### config.mk
export PLATFORM = sky130hd
export DESIGN_NAME = tmr_recovery_voter
export DESIGN_NICKNAME = d
export VERILOG_FILES = /design/src/rtl/tmr_recovery_voter_pkg.sv /design/src/rtl/tmr_recovery_voter_maj3.sv /design/src/rtl/tmr_recovery_voter.sv
export SDC_FILE = /design/constraint.sdc
export NUM_CORES = 1
export LEC_CHECK = 0
export BUFFER_PORTS_ARGS = -buffer_cell sky130_fd_sc_hd__buf_2
export CORE_AREA = 2 2 167 169
export CTS_BUF_LIST = sky130_fd_sc_hd__clkbuf_4
export DETAILED_ROUTE_END_ITERATION = 8
export DIE_AREA = 0 0 169 171
export PLACE_DENSITY = 0.78
export SYNTH_ARGS = -nofsm -noshare
export SYNTH_HDL_FRONTEND = slang
export SYNTH_HIERARCHICAL = 1
export SYNTH_SLANG_ARGS = --single-unit
### constraint.sdc
create_clock -name clk -period 4.1 [get_ports clk]
set_clock_uncertainty 0.05 [all_clocks]
set_input_delay 0.615 -clock clk [delete_from_list [all_inputs] [get_ports clk]]
set_output_delay 0.615 -clock clk [all_outputs]
set_load 0.02 [all_outputs]
### src/rtl/tmr_recovery_voter_pkg.sv
`default_nettype none
// ============================================================================
// Module : tmr_recovery_voter_pkg
// Desc   : Shared state encodings, lane indices and helpers for the TMR voter.
// Rev    : 1.0
// ============================================================================
package tmr_recovery_voter_pkg;

  typedef enum logic [1:0] {
    ST_NORMAL   = 2'd0,
    ST_DEGRADED = 2'd1,
    ST_RESYNC   = 2'd2,
    ST_FATAL    = 2'd3
  } state_e;

  localparam logic [1:0] LANE_A = 2'd0;
  localparam logic [1:0] LANE_B = 2'd1;
  localparam logic [1:0] LANE_C = 2'd2;

  function automatic logic [2:0] lane_onehot(input logic [1:0] lane);
    return 3'b001 << lane;
  endfunction

endpackage
`default_nettype wire

### src/rtl/tmr_recovery_voter_maj3.sv
`default_nettype none
// ============================================================================
// Module : tmr_maj3
// Desc   : Bitwise 2-of-3 majority with a per-input "differs from vote" flag.
// Rev    : 1.0
// ============================================================================
module tmr_maj3 #(
  parameter int W = 32
) (
  input  logic [W-1:0] a_i,
  input  logic [W-1:0] b_i,
  input  logic [W-1:0] c_i,
  output logic [W-1:0] y_o,
  output logic [2:0]   mis_o
);

  assign y_o   = (a_i & b_i) | (b_i & c_i) | (a_i & c_i);
  assign mis_o = {(c_i != y_o), (b_i != y_o), (a_i != y_o)};

endmodule
`default_nettype wire

### src/rtl/tmr_recovery_voter.sv
`default_nettype none
// ============================================================================
// Module : tmr_recovery_voter
// Desc   : Zero-latency TMR lane voter with fault tracking, resync handshake
//          and PC rollback to the last unanimously agreed PC.
// Rev    : 1.0
// ============================================================================
module tmr_recovery_voter
  import tmr_recovery_voter_pkg::*;
#(
  parameter int              PC_W         = 32,
  parameter int              DATA_W       = 32,
  parameter int              FAULT_THRESH = 4,
  parameter int              ERR_CNT_W    = 8,
  parameter logic [PC_W-1:0] RESET_PC     = '0
) (
  input  logic                 clk,
  input  logic                 rst_in,
  input  logic                 valid_in,
  input  logic [PC_W-1:0]      PC_Top_A,
  input  logic [PC_W-1:0]      PC_Top_B,
  input  logic [PC_W-1:0]      PC_Top_C,
  input  logic [DATA_W-1:0]    ALUResult_A,
  input  logic [DATA_W-1:0]    ALUResult_B,
  input  logic [DATA_W-1:0]    ALUResult_C,
  input  logic [DATA_W-1:0]    RD2_Top_A,
  input  logic [DATA_W-1:0]    RD2_Top_B,
  input  logic [DATA_W-1:0]    RD2_Top_C,
  input  logic                 MemWrite_A,
  input  logic                 MemWrite_B,
  input  logic                 MemWrite_C,
  input  logic                 resync_ack,
  output logic [PC_W-1:0]      PC_Top,
  output logic [DATA_W-1:0]    ALUResult,
  output logic [DATA_W-1:0]    RD2_Top,
  output logic                 MemWrite,
  output logic [2:0]           Voter_state,
  output logic                 resync_req,
  output logic [2:0]           resync_lane,
  output logic                 fatal,
  output logic [ERR_CNT_W-1:0] err_cnt_a,
  output logic [ERR_CNT_W-1:0] err_cnt_b,
  output logic [ERR_CNT_W-1:0] err_cnt_c
);

  localparam int                  CONSEC_W = $clog2(FAULT_THRESH + 1);
  localparam logic [CONSEC_W-1:0] C_THRESH = CONSEC_W'(FAULT_THRESH);
  localparam logic [CONSEC_W-1:0] C_ONE    = CONSEC_W'(1);

  logic [PC_W-1:0]   w_pc;
  logic [DATA_W-1:0] w_alu;
  logic [DATA_W-1:0] w_rd2;
  logic              w_mw;
  logic [2:0]        w_mis_pc, w_mis_alu, w_mis_rd2, w_mis_mw;

  tmr_maj3 #(.W(PC_W))   u_maj_pc  (.a_i(PC_Top_A),    .b_i(PC_Top_B),    .c_i(PC_Top_C),    .y_o(w_pc),  .mis_o(w_mis_pc));
  tmr_maj3 #(.W(DATA_W)) u_maj_alu (.a_i(ALUResult_A), .b_i(ALUResult_B), .c_i(ALUResult_C), .y_o(w_alu), .mis_o(w_mis_alu));
  tmr_maj3 #(.W(DATA_W)) u_maj_rd2 (.a_i(RD2_Top_A),   .b_i(RD2_Top_B),   .c_i(RD2_Top_C),   .y_o(w_rd2), .mis_o(w_mis_rd2));
  tmr_maj3 #(.W(1))      u_maj_mw  (.a_i(MemWrite_A),  .b_i(MemWrite_B),  .c_i(MemWrite_C),  .y_o(w_mw),  .mis_o(w_mis_mw));

  logic [2:0] w_outvoted;
  logic       w_no_major, w_all_agree, w_single;
  logic [1:0] w_fault_lane;

  assign w_outvoted  = w_mis_pc | w_mis_alu | w_mis_rd2 | w_mis_mw;
  assign Voter_state = {({PC_Top_A, ALUResult_A, RD2_Top_A, MemWrite_A} == {PC_Top_B, ALUResult_B, RD2_Top_B, MemWrite_B}),
                        ({PC_Top_B, ALUResult_B, RD2_Top_B, MemWrite_B} == {PC_Top_C, ALUResult_C, RD2_Top_C, MemWrite_C}),
                        ({PC_Top_A, ALUResult_A, RD2_Top_A, MemWrite_A} == {PC_Top_C, ALUResult_C, RD2_Top_C, MemWrite_C})};
  assign w_no_major   = (Voter_state == 3'b000);
  assign w_all_agree  = (Voter_state == 3'b111);
  assign w_single     = (w_outvoted == 3'b001) || (w_outvoted == 3'b010) || (w_outvoted == 3'b100);
  assign w_fault_lane = w_outvoted[0] ? LANE_A : (w_outvoted[1] ? LANE_B : LANE_C);

  state_e              state_q;
  logic [1:0]          flt_lane_q;
  logic [CONSEC_W-1:0] consec_q;
  logic                resync_req_q;
  logic [2:0]          resync_lane_q;
  logic                fatal_q;
  logic [PC_W-1:0]     last_good_pc_q;

  // Registered outputs are updated alongside the state they describe.
  always_ff @(posedge clk or posedge rst_in) begin
    if (rst_in) begin
      state_q       <= ST_NORMAL;
      flt_lane_q    <= LANE_A;
      consec_q      <= '0;
      resync_req_q  <= 1'b0;
      resync_lane_q <= 3'b000;
      fatal_q       <= 1'b0;
    end else begin
      case (state_q)
        ST_NORMAL, ST_DEGRADED: begin
          if (valid_in) begin
            if (w_no_major) begin
              state_q <= ST_FATAL;
              fatal_q <= 1'b1;
            end else if (w_all_agree) begin
              state_q  <= ST_NORMAL;
              consec_q <= '0;
            end else if (w_single) begin
              if (state_q == ST_DEGRADED && w_fault_lane == flt_lane_q) begin
                consec_q <= consec_q + C_ONE;
                if ((consec_q + C_ONE) == C_THRESH) begin
                  state_q       <= ST_RESYNC;
                  resync_req_q  <= 1'b1;
                  resync_lane_q <= lane_onehot(flt_lane_q);
                end
              end else begin
                flt_lane_q <= w_fault_lane;
                consec_q   <= C_ONE;
                if (FAULT_THRESH == 1) begin
                  state_q       <= ST_RESYNC;
                  resync_req_q  <= 1'b1;
                  resync_lane_q <= lane_onehot(w_fault_lane);
                end else begin
                  state_q <= ST_DEGRADED;
                end
              end
            end
          end
        end
        ST_RESYNC: begin
          if (valid_in && w_no_major) begin
            state_q       <= ST_FATAL;
            fatal_q       <= 1'b1;
            resync_req_q  <= 1'b0;
            resync_lane_q <= 3'b000;
          end else if (resync_ack) begin
            state_q       <= ST_NORMAL;
            consec_q      <= '0;
            resync_req_q  <= 1'b0;
            resync_lane_q <= 3'b000;
          end
        end
        default: begin
          state_q <= ST_FATAL;
        end
      endcase
    end
  end

  always_ff @(posedge clk or posedge rst_in) begin
    if (rst_in)
      last_good_pc_q <= RESET_PC;
    else if (valid_in && w_all_agree)
      last_good_pc_q <= w_pc;
  end

  logic [ERR_CNT_W-1:0] err_cnt_q [3];
  logic [ERR_CNT_W-1:0] err_cnt_d [3];

  for (genvar gi = 0; gi < 3; gi++) begin : g_err_cnt
    always_comb begin
      err_cnt_d[gi] = err_cnt_q[gi];
      if (valid_in && w_outvoted[gi] && state_q != ST_FATAL && err_cnt_q[gi] != '1)
        err_cnt_d[gi] = err_cnt_q[gi] + ERR_CNT_W'(1);
    end

    always_ff @(posedge clk or posedge rst_in) begin
      if (rst_in)
        err_cnt_q[gi] <= '0;
      else
        err_cnt_q[gi] <= err_cnt_d[gi];
    end
  end

  logic w_hold;
  assign w_hold = (state_q == ST_RESYNC) || (state_q == ST_FATAL);

  assign PC_Top      = w_hold ? last_good_pc_q : w_pc;
  assign ALUResult   = w_alu;
  assign RD2_Top     = w_rd2;
  assign MemWrite    = w_mw & ~w_hold;
  assign resync_req  = resync_req_q;
  assign resync_lane = resync_lane_q;
  assign fatal       = fatal_q;
  assign err_cnt_a   = err_cnt_q[0];
  assign err_cnt_b   = err_cnt_q[1];
  assign err_cnt_c   = err_cnt_q[2];

endmodule
`default_nettype wire

==> summary.txt, run 1 <==
================================================================================
Average routed wire per standard cell                                    23.5 µm
Final wirelength                                                       57,600 µm
Util after Layout                                                          0.580
Termination of the worst setup path                                 Voter_state[0]
Total track usage                                                          0.376
Cell type with the highest aggregate area in the netlist                  xor2_1
Cell area after placement                                             0.0157 mm²
Hold Vio Cnt, Final                                                            0
Syn Nets                                                                   1,938
Antenna violation net count after detailed routing                             0
Top post-synthesis cells by area                                    xor2_1 (14%), dfrtp_1 (13%), or3b_2 (12%), nand3b_1 (11%), nand4_1 (7.1%)
Width of the die                                                          169 µm
Post-synth top flop                                                      dfrtp_1
Number of remaining DRC errors                                                 0
Height of the die                                                         171 µm
Post-synthesis async set-or-reset flop share                                1.00
Via count of the first global-routing pass                                 14.3k
Final std cells w/o fill                                                   2,451
Share of post-route cells with drive strength above 1                      0.344
Total grt overflow                                                             0
Max Fclk                                                                 272 MHz
Hold-fix buffers, CTS                                                          0
Worst hold-check path type                                           in -> async
Proportion of synthesized chip area in sequential cells                    0.131
Post-synthesis average cell area                                        7.94 µm²
Final-layout worst hold slack                                           0.402 ns
Setup Viol. Count Final                                                        0
Violation count after the first detailed-route iteration                   1,808
Biggest fanout along the worst timing path                                     9
Clock network fraction of total power                                      0.145
Total power                                                              2.74 mW
Final net count                                                            2,394
Share of synthesized cell area in and, or, nand and nor gates              0.448
Final critical delay including setup and external delays                 3.68 ns
Post-CTS Setup Bufs                                                            0
P per Cell Area                                                       173 mW/mm²
Number of antenna violations at the first check in global routing             10
Fraction of the mapped netlist area in adder cells                       0.00481
Final worst-path setup slack                                            0.418 ns
Detail-routed via count per cell                                            6.50
Number of flops mapped to enable cells by yosys                                0
Clock tree from TritonCTS                                                  built
Clock buffer count from CTS                                                    9
Result of the run                                                   complete, no violations
# Max-Cap Violations                                                           0
First-pass GRT wire length                                             83,200 µm
Synthesized-area fraction occupied by ao, oa, aoi and oai cells            0.129
Worst-path clk slew                                                      0.12 ns
DRT Pass-1 Iters                                                               7
Timing startpoint of the critical path                              RD2_Top_C[7]
Setup TNS Final                                                             0 ns
Core outline area                                                     0.0273 mm²
Buffer depth of the longest clock path                                         2
Count of cell types in the netlist                                            51
Total standard cell area after synthesis                              0.0130 mm²
Largest family of logic cells by synthesized area                   simple AND/OR/NAND/NOR gates
Count of vias placed by the detailed router                                15.9k
Arrival time at the worst endpoint                                       3.02 ns
Worst reg2reg endpoint                                              err_cnt_a[7]
Kind of start point of the critical path                               input pin
Least-Margin Pin Slew                                                    1.13 ns
Number of rows created at floorplan                                           61
# placed instances                                                         2,429
Final period utilization                                                   0.898
Io pins                                                                      424
Depth of the CTS H-tree                                                        3
Worst slew slack as a fraction of its limit                                0.244
Largest net degree at the start of global routing                             53
Switching part of the total power                                          0.478
Int Power                                                                1.43 mW
Area added between synthesis and finish                                    21.9%
Part of the total power dissipated in combinational logic                  0.591
Depth of the most critical reg-to-reg path                                     6
Placer's final routability congestion estimate                              1.01
Sequential share of power                                                  0.264
Input/output buffers                                                         423
Fillcell total                                                             2,613
Count of pins over their slew limit                                            0
Worst Path Class, Setup                                                in -> out
Post-synthesis xor/xnor area fraction                                      0.209
Switching power summed over all nets                                     1.31 mW
Number of sinks driven by the clock tree                                      68
RSZ-0062 raised after global routing                                       false
Static leakage                                                           6.81 nW
Register-to-register setup slack                                         1.76 ns
Minimum setup slack after placement                                    0.0738 ns
Leading cell type in the layout, fill and taps excluded                    buf_2
Resized Gates After CTS                                                        0
Required time at the endpoint of the critical path                       3.43 ns
Die Area                                                              0.0289 mm²
Final HPWL DP                                                          47,400 µm
Startpoint of the worst register-to-register path                     state_q[1]
Effective utilization at floorplan                                         0.476
IR drop worst, VDD                                                    0.000111 V
Total of warnings raised by yosys                                              6
Number of standard cells after synthesis                                   1,638
Clock tree root driver cell                                             clkbuf_4
Fraction of post-synthesis cell area in the top cell type by area          0.140
Leading cell types in the layout, fill and taps excluded            buf_2 (423), xor2_1 (208), nor2_1 (204), nand3b_1 (194), or3b_2 (180)
Share of cell area taken by muxes after synthesis                         0.0716
Capturing element type of the critical path                          output port
Worst-Skew Late Latency                                                  0.45 ns
Finished Cell Area                                                    0.0158 mm²
Synth Register Bits                                                           68
================================================================================
==> worst max-delay path, cell delays in order <==
cell	delay (ns)
buf_2	0.17
xor2_1	0.27
nor4_1	0.86
nand4_1	0.17
nor4_1	0.35
and3_1	0.36
buf_2	0.22
==> registers in the layout (all words and copies together) (netlist names) <==
signal / count
err_cnt_a: 8
flt_lane_q: 2
consec_q: 3
fatal: 1
resync_req: 1
state_q: 2
resync_lane: 3
err_cnt_c: 8
last_good_pc_q: 32
err_cnt_b: 8
==> synth_stat cells (2+ instances only) <==
library cell / number
a2111oi_0: 2
a211oi_1: 2
a21oi_1: 98
and3_1: 6
buf_1: 3
buf_6: 3
dfrtp_1: 68
ha_1: 5
inv_1: 10
mux2_1: 4
mux2_2: 36
mux2_4: 30
mux2i_1: 3
nand2_1: 15
nand2b_1: 3
nand3_1: 16
nand3b_1: 194
nand4_1: 148
nor2_1: 204
nor2b_1: 7
nor3_1: 6
nor4_1: 96
o21a_1: 98
o21ai_0: 4
o21ai_1: 5
o22ai_1: 48
or3b_1: 13
or3b_2: 180
xnor2_1: 102
xor2_1: 208
==> power by group through the flow <==
stage	clock, mW	sequential [mW]	combinational [mW]
4_1_cts	0.397	0.720	1.56
3_5_place_dp	0	0.733	1.56
2_1_floorplan	0	0.752	0.726
3_3_place_gp	0	0.732	1.54
5_1_grt	0.434	0.727	1.70
6_report	0.397	0.721	1.62
==> worst min path at each step <==
stage                            start                 end  slack (ns)
global route                  valid_in          state_q[0]        0.41
floorplan           last_good_pc_q[23]  last_good_pc_q[23]        0.41
detailed placement               fatal               fatal        0.42
finish                          rst_in  last_good_pc_q[29]        0.40
global placement                 fatal               fatal        0.41
CTS                           valid_in          state_q[0]        0.40
==> logic make-up after synthesis <==
family          count (synthesis)
simple gates                  898
xor+xnor                      310
compound gates                266
mux                            73
flops                          68
buf+inv                        18
fa+ha+maj                       5
==> area by class of cell <==
class	instances	area (µm²)	area share
flip-flops and latches	68	1700	0.107
multi-input cells	1552	11200	0.707
clock buffers	13	97.6	0.00616
diodes	6	15.0	0.000947
well taps	346	433	0.0273
clock inverters	3	13.8	0.000868
inverters	11	41.3	0.00261
repair buffers	452	2330	0.147
==> layer usage <==
layer  global-route usage  vias to the layer above  wire [µm]
met3               0.0805                      143       6460
met5                    0                        -         53
met2                0.621                      977      26200
met1                0.482                     7626      22800
li1                     -                     7171          -
met4                0.137                        8       2180
No activity file was read; power rests on OpenSTA's default activity.
==> run 2, diff against run 1 <==
--- a/config.mk
+++ b/config.mk
@@ -6,11 +6,11 @@
 export NUM_CORES = 1
 export LEC_CHECK = 0
 export BUFFER_PORTS_ARGS = -buffer_cell sky130_fd_sc_hd__buf_2
-export CORE_AREA = 2 2 167 169
+export CORE_AREA = 2 2 163 165
 export CTS_BUF_LIST = sky130_fd_sc_hd__clkbuf_4
 export DETAILED_ROUTE_END_ITERATION = 8
-export DIE_AREA = 0 0 169 171
-export PLACE_DENSITY = 0.78
+export DIE_AREA = 0 0 165 167
+export PLACE_DENSITY = 0.82
 export SYNTH_ARGS = -nofsm -noshare
 export SYNTH_HDL_FRONTEND = slang
 export SYNTH_HIERARCHICAL = 1
==> constraint.sdc (replaced) <==
create_clock -name clk -period 3.82 [get_ports clk]
set_clock_uncertainty 0.05 [all_clocks]
set_input_delay 0.573 -clock clk [delete_from_list [all_inputs] [get_ports clk]]
set_output_delay 0.573 -clock clk [all_outputs]
set_load 0.02 [all_outputs]
==> run 2 against run 1 <==
Net effect: the run now ends with DRC left; sequential power increased by 7.6%; power increased by 18%; sequential share of layout area decreased by 0.73 points; worst hold slack got worse by 0.33 ns; worst setup slack worse by 0.31 ns; cell area grew 7.3%; non-clock buffer count rose by 144; die area shrank 4.7%; global-route usage increased by 2.3 points; routed wire length grew 0.10%; first-iteration DRC count increased by 17%; critical path type is now in -> reg; largest power group unchanged.
==> summary.txt, run 2 (synthesis results as in run 1) <==
========================================================================================
Leading cell types in the layout, fill and taps excluded                    buf_2 (423), xor2_1 (208), nor2_1 (204), nand3b_1 (194), or3b_2 (180)
Worst slew slack as a fraction of its limit                                        0.290   +0.0464
Arrival time at the worst endpoint                                               4.02 ns   +1.00 ns
Final worst-path setup slack                                                    0.112 ns   -0.307 ns
# Max-Cap Violations                                                                   0   unchanged
Fillcell total                                                                     2,243   -14%
Violation count after the first detailed-route iteration                           2,119   +17%
CP Cell Sequence                                                            buf_2 > or3b_2 > nand4_1 > nor4_1 > buf_4 > nand4_1 > nor4_2 > buf_4 > nand2_1 > a211oi_1 > o21ai_2 > nor4_1 > o21ai_1 > nand2b_4 > or4_1 > nand2_1
Biggest fanout along the worst timing path                                             7   -2
Final net count                                                                    2,538   +6.0%
Required time at the endpoint of the critical path                               4.13 ns   +0.70 ns
IR drop worst, VDD                                                            0.000214 V   +93%
Capturing element type of the critical path                                    flip-flop
Io pins                                                                              424   unchanged
CP max stage delay                                                               0.40 ns   -0.46 ns
Kind of start point of the critical path                                       input pin
Area added between synthesis and finish                                            30.8%
Violated checks                                                                      DRC
Resized Gates After CTS                                                                0   unchanged
Final HPWL DP                                                                  48,000 µm   +1.4%
Final-layout worst hold slack                                                  0.0720 ns   -0.330 ns
Number of remaining DRC errors                                                         9   +9
Total grt overflow                                                                     0   unchanged
Total power                                                                      3.24 mW   +18%
Hold-fix buffers, CTS                                                                  0   unchanged
Depth of the CTS H-tree                                                                3   unchanged
Master of the slowest instance on the critical path                                or4_1
Flip-flop count of the largest register after layout                                  32   unchanged
Worst hold-check path type                                                   in -> async
Count of vias placed by the detailed router                                        16.7k   +5.0%
Clock tree from TritonCTS                                                          built
Register bank with the most flops                                           last_good_pc_q
Worst-path clk slew                                                              0.13 ns   about the same
Final period utilization                                                           0.971
Least-Margin Pin Slew                                                            1.06 ns   -0.0776 ns
Die Area                                                                      0.0276 mm²   -4.7%
Util after Layout                                                                  0.660   +0.0802
Share of post-route cells with drive strength above 1                              0.387   +0.0430
Total track usage                                                                  0.399   +0.0231
Category of cells accounting for the largest share of critical-path delay   simple AND/OR/NAND/NOR gates
Largest net degree at the start of global routing                                     42   -21%
Crit path buf inv count                                                                3   +1
Final critical delay including setup and external delays                         3.71 ns
Clock tree root driver cell                                                     clkbuf_4
Clock buffer count from CTS                                                            9   unchanged
Average routed wire per standard cell                                            22.3 µm   -5.0%
Via count of the first global-routing pass                                         14.7k   +3.4%
Minimum setup slack after placement                                            -0.221 ns   -0.295 ns
Result of the run                                                           finished with violations
RSZ-0062 raised after global routing                                               false
Detail-routed via count per cell                                                    6.48   -0.34%
Worst-Skew Late Latency                                                          0.42 ns   -0.03 ns
Number of antenna violations at the first check in global routing                      7   -3
Width of the die                                                                  165 µm   -2.4%
Setup Viol. Count Final                                                                0   unchanged
Height of the die                                                                 167 µm   -2.3%
Max Fclk                                                                         270 MHz
Leading cell type in the layout, fill and taps excluded                            buf_2
Input/output buffers                                                                 423   unchanged
Antenna violation net count after detailed routing                                     0   unchanged
Hold Vio Cnt, Final                                                                    0   unchanged
Static leakage                                                                   7.54 nW   +11%
Post-CTS Setup Bufs                                                                    0   unchanged
First-pass GRT wire length                                                     84,900 µm   +2.1%
Core outline area                                                             0.0258 mm²   -5.7%
Worst Path Class, Setup                                                        in -> reg
P per Cell Area                                                               191 mW/mm²   +10%
DRT Pass-1 Iters                                                                       9   +2
Final wirelength                                                               57,700 µm   +0.10%
Placer's final routability congestion estimate                                      1.07   +5.3%
Count of pins over their slew limit                                                    0   unchanged
Number of rows created at floorplan                                                   59   -3.3%
Buffer depth of the longest clock path                                                 2   unchanged
Finished Cell Area                                                            0.0170 mm²   +7.3%
Number of sinks driven by the clock tree                                              68   unchanged
Effective utilization at floorplan                                                 0.505   +0.0288
Cell area after placement                                                     0.0168 mm²   +6.9%
========================================================================================
==> run 2: area by class of cell <==
type	count	area, µm²	share of cell area
antenna	4	10.0	0.000588
clock buffer	9	67.6	0.00397
clock inverter	7	124	0.00728
inverter	11	41.3	0.00243
multi-input combinational	1552	11200	0.660
sequential	68	1700	0.100
tap	335	419	0.0246
timing repair buffer	596	3430	0.202
==> run 2: through the flow <==
stage	cells	TNS (ns)
finish	2582	0
global route	2582	0
CTS	2578	0
detailed placement	2562	-0.496
global placement	2562	-0.454
floorplan	1638	0
==> run 2: worst paths after layout <==
kind / to / slack (ns) / start / cells after the start
min in group clk: state_q[0] / 0.40 / valid_in / 3
setup / recovery: resync_lane[0] / 0.11 / ALUResult_B[1] / 16
hold reg to reg: fatal / 0.45 / fatal / 1
hold / removal: err_cnt_b[3] / 0.07 / rst_in / 2
setup reg to reg: err_cnt_b[7] / 1.52 / err_cnt_b[0] / 7
max in group asynchronous: consec_q[1] / 2.94 / rst_in / 3
==> run 2: metal layers <==
metal  part of all wire  vias up  wire, µm  GRT usage
li1                   -     7464         -          -
met1               0.38     7934     21800      0.509
met2               0.45     1111     26000      0.642
met3               0.13      206      7270      0.103
met4              0.046        4      2630      0.152
met5            0.00042        -        24          0
==> run 2: power breakdown <==
group | internal, mW | total [mW] | switching (mW)
Sequential | 0.741 | 0.776 | 0.0350
Clock | 0.335 | 0.625 | 0.289
Combinational | 0.725 | 1.84 | 1.12
Total | 1.80 | 3.24 | 1.44
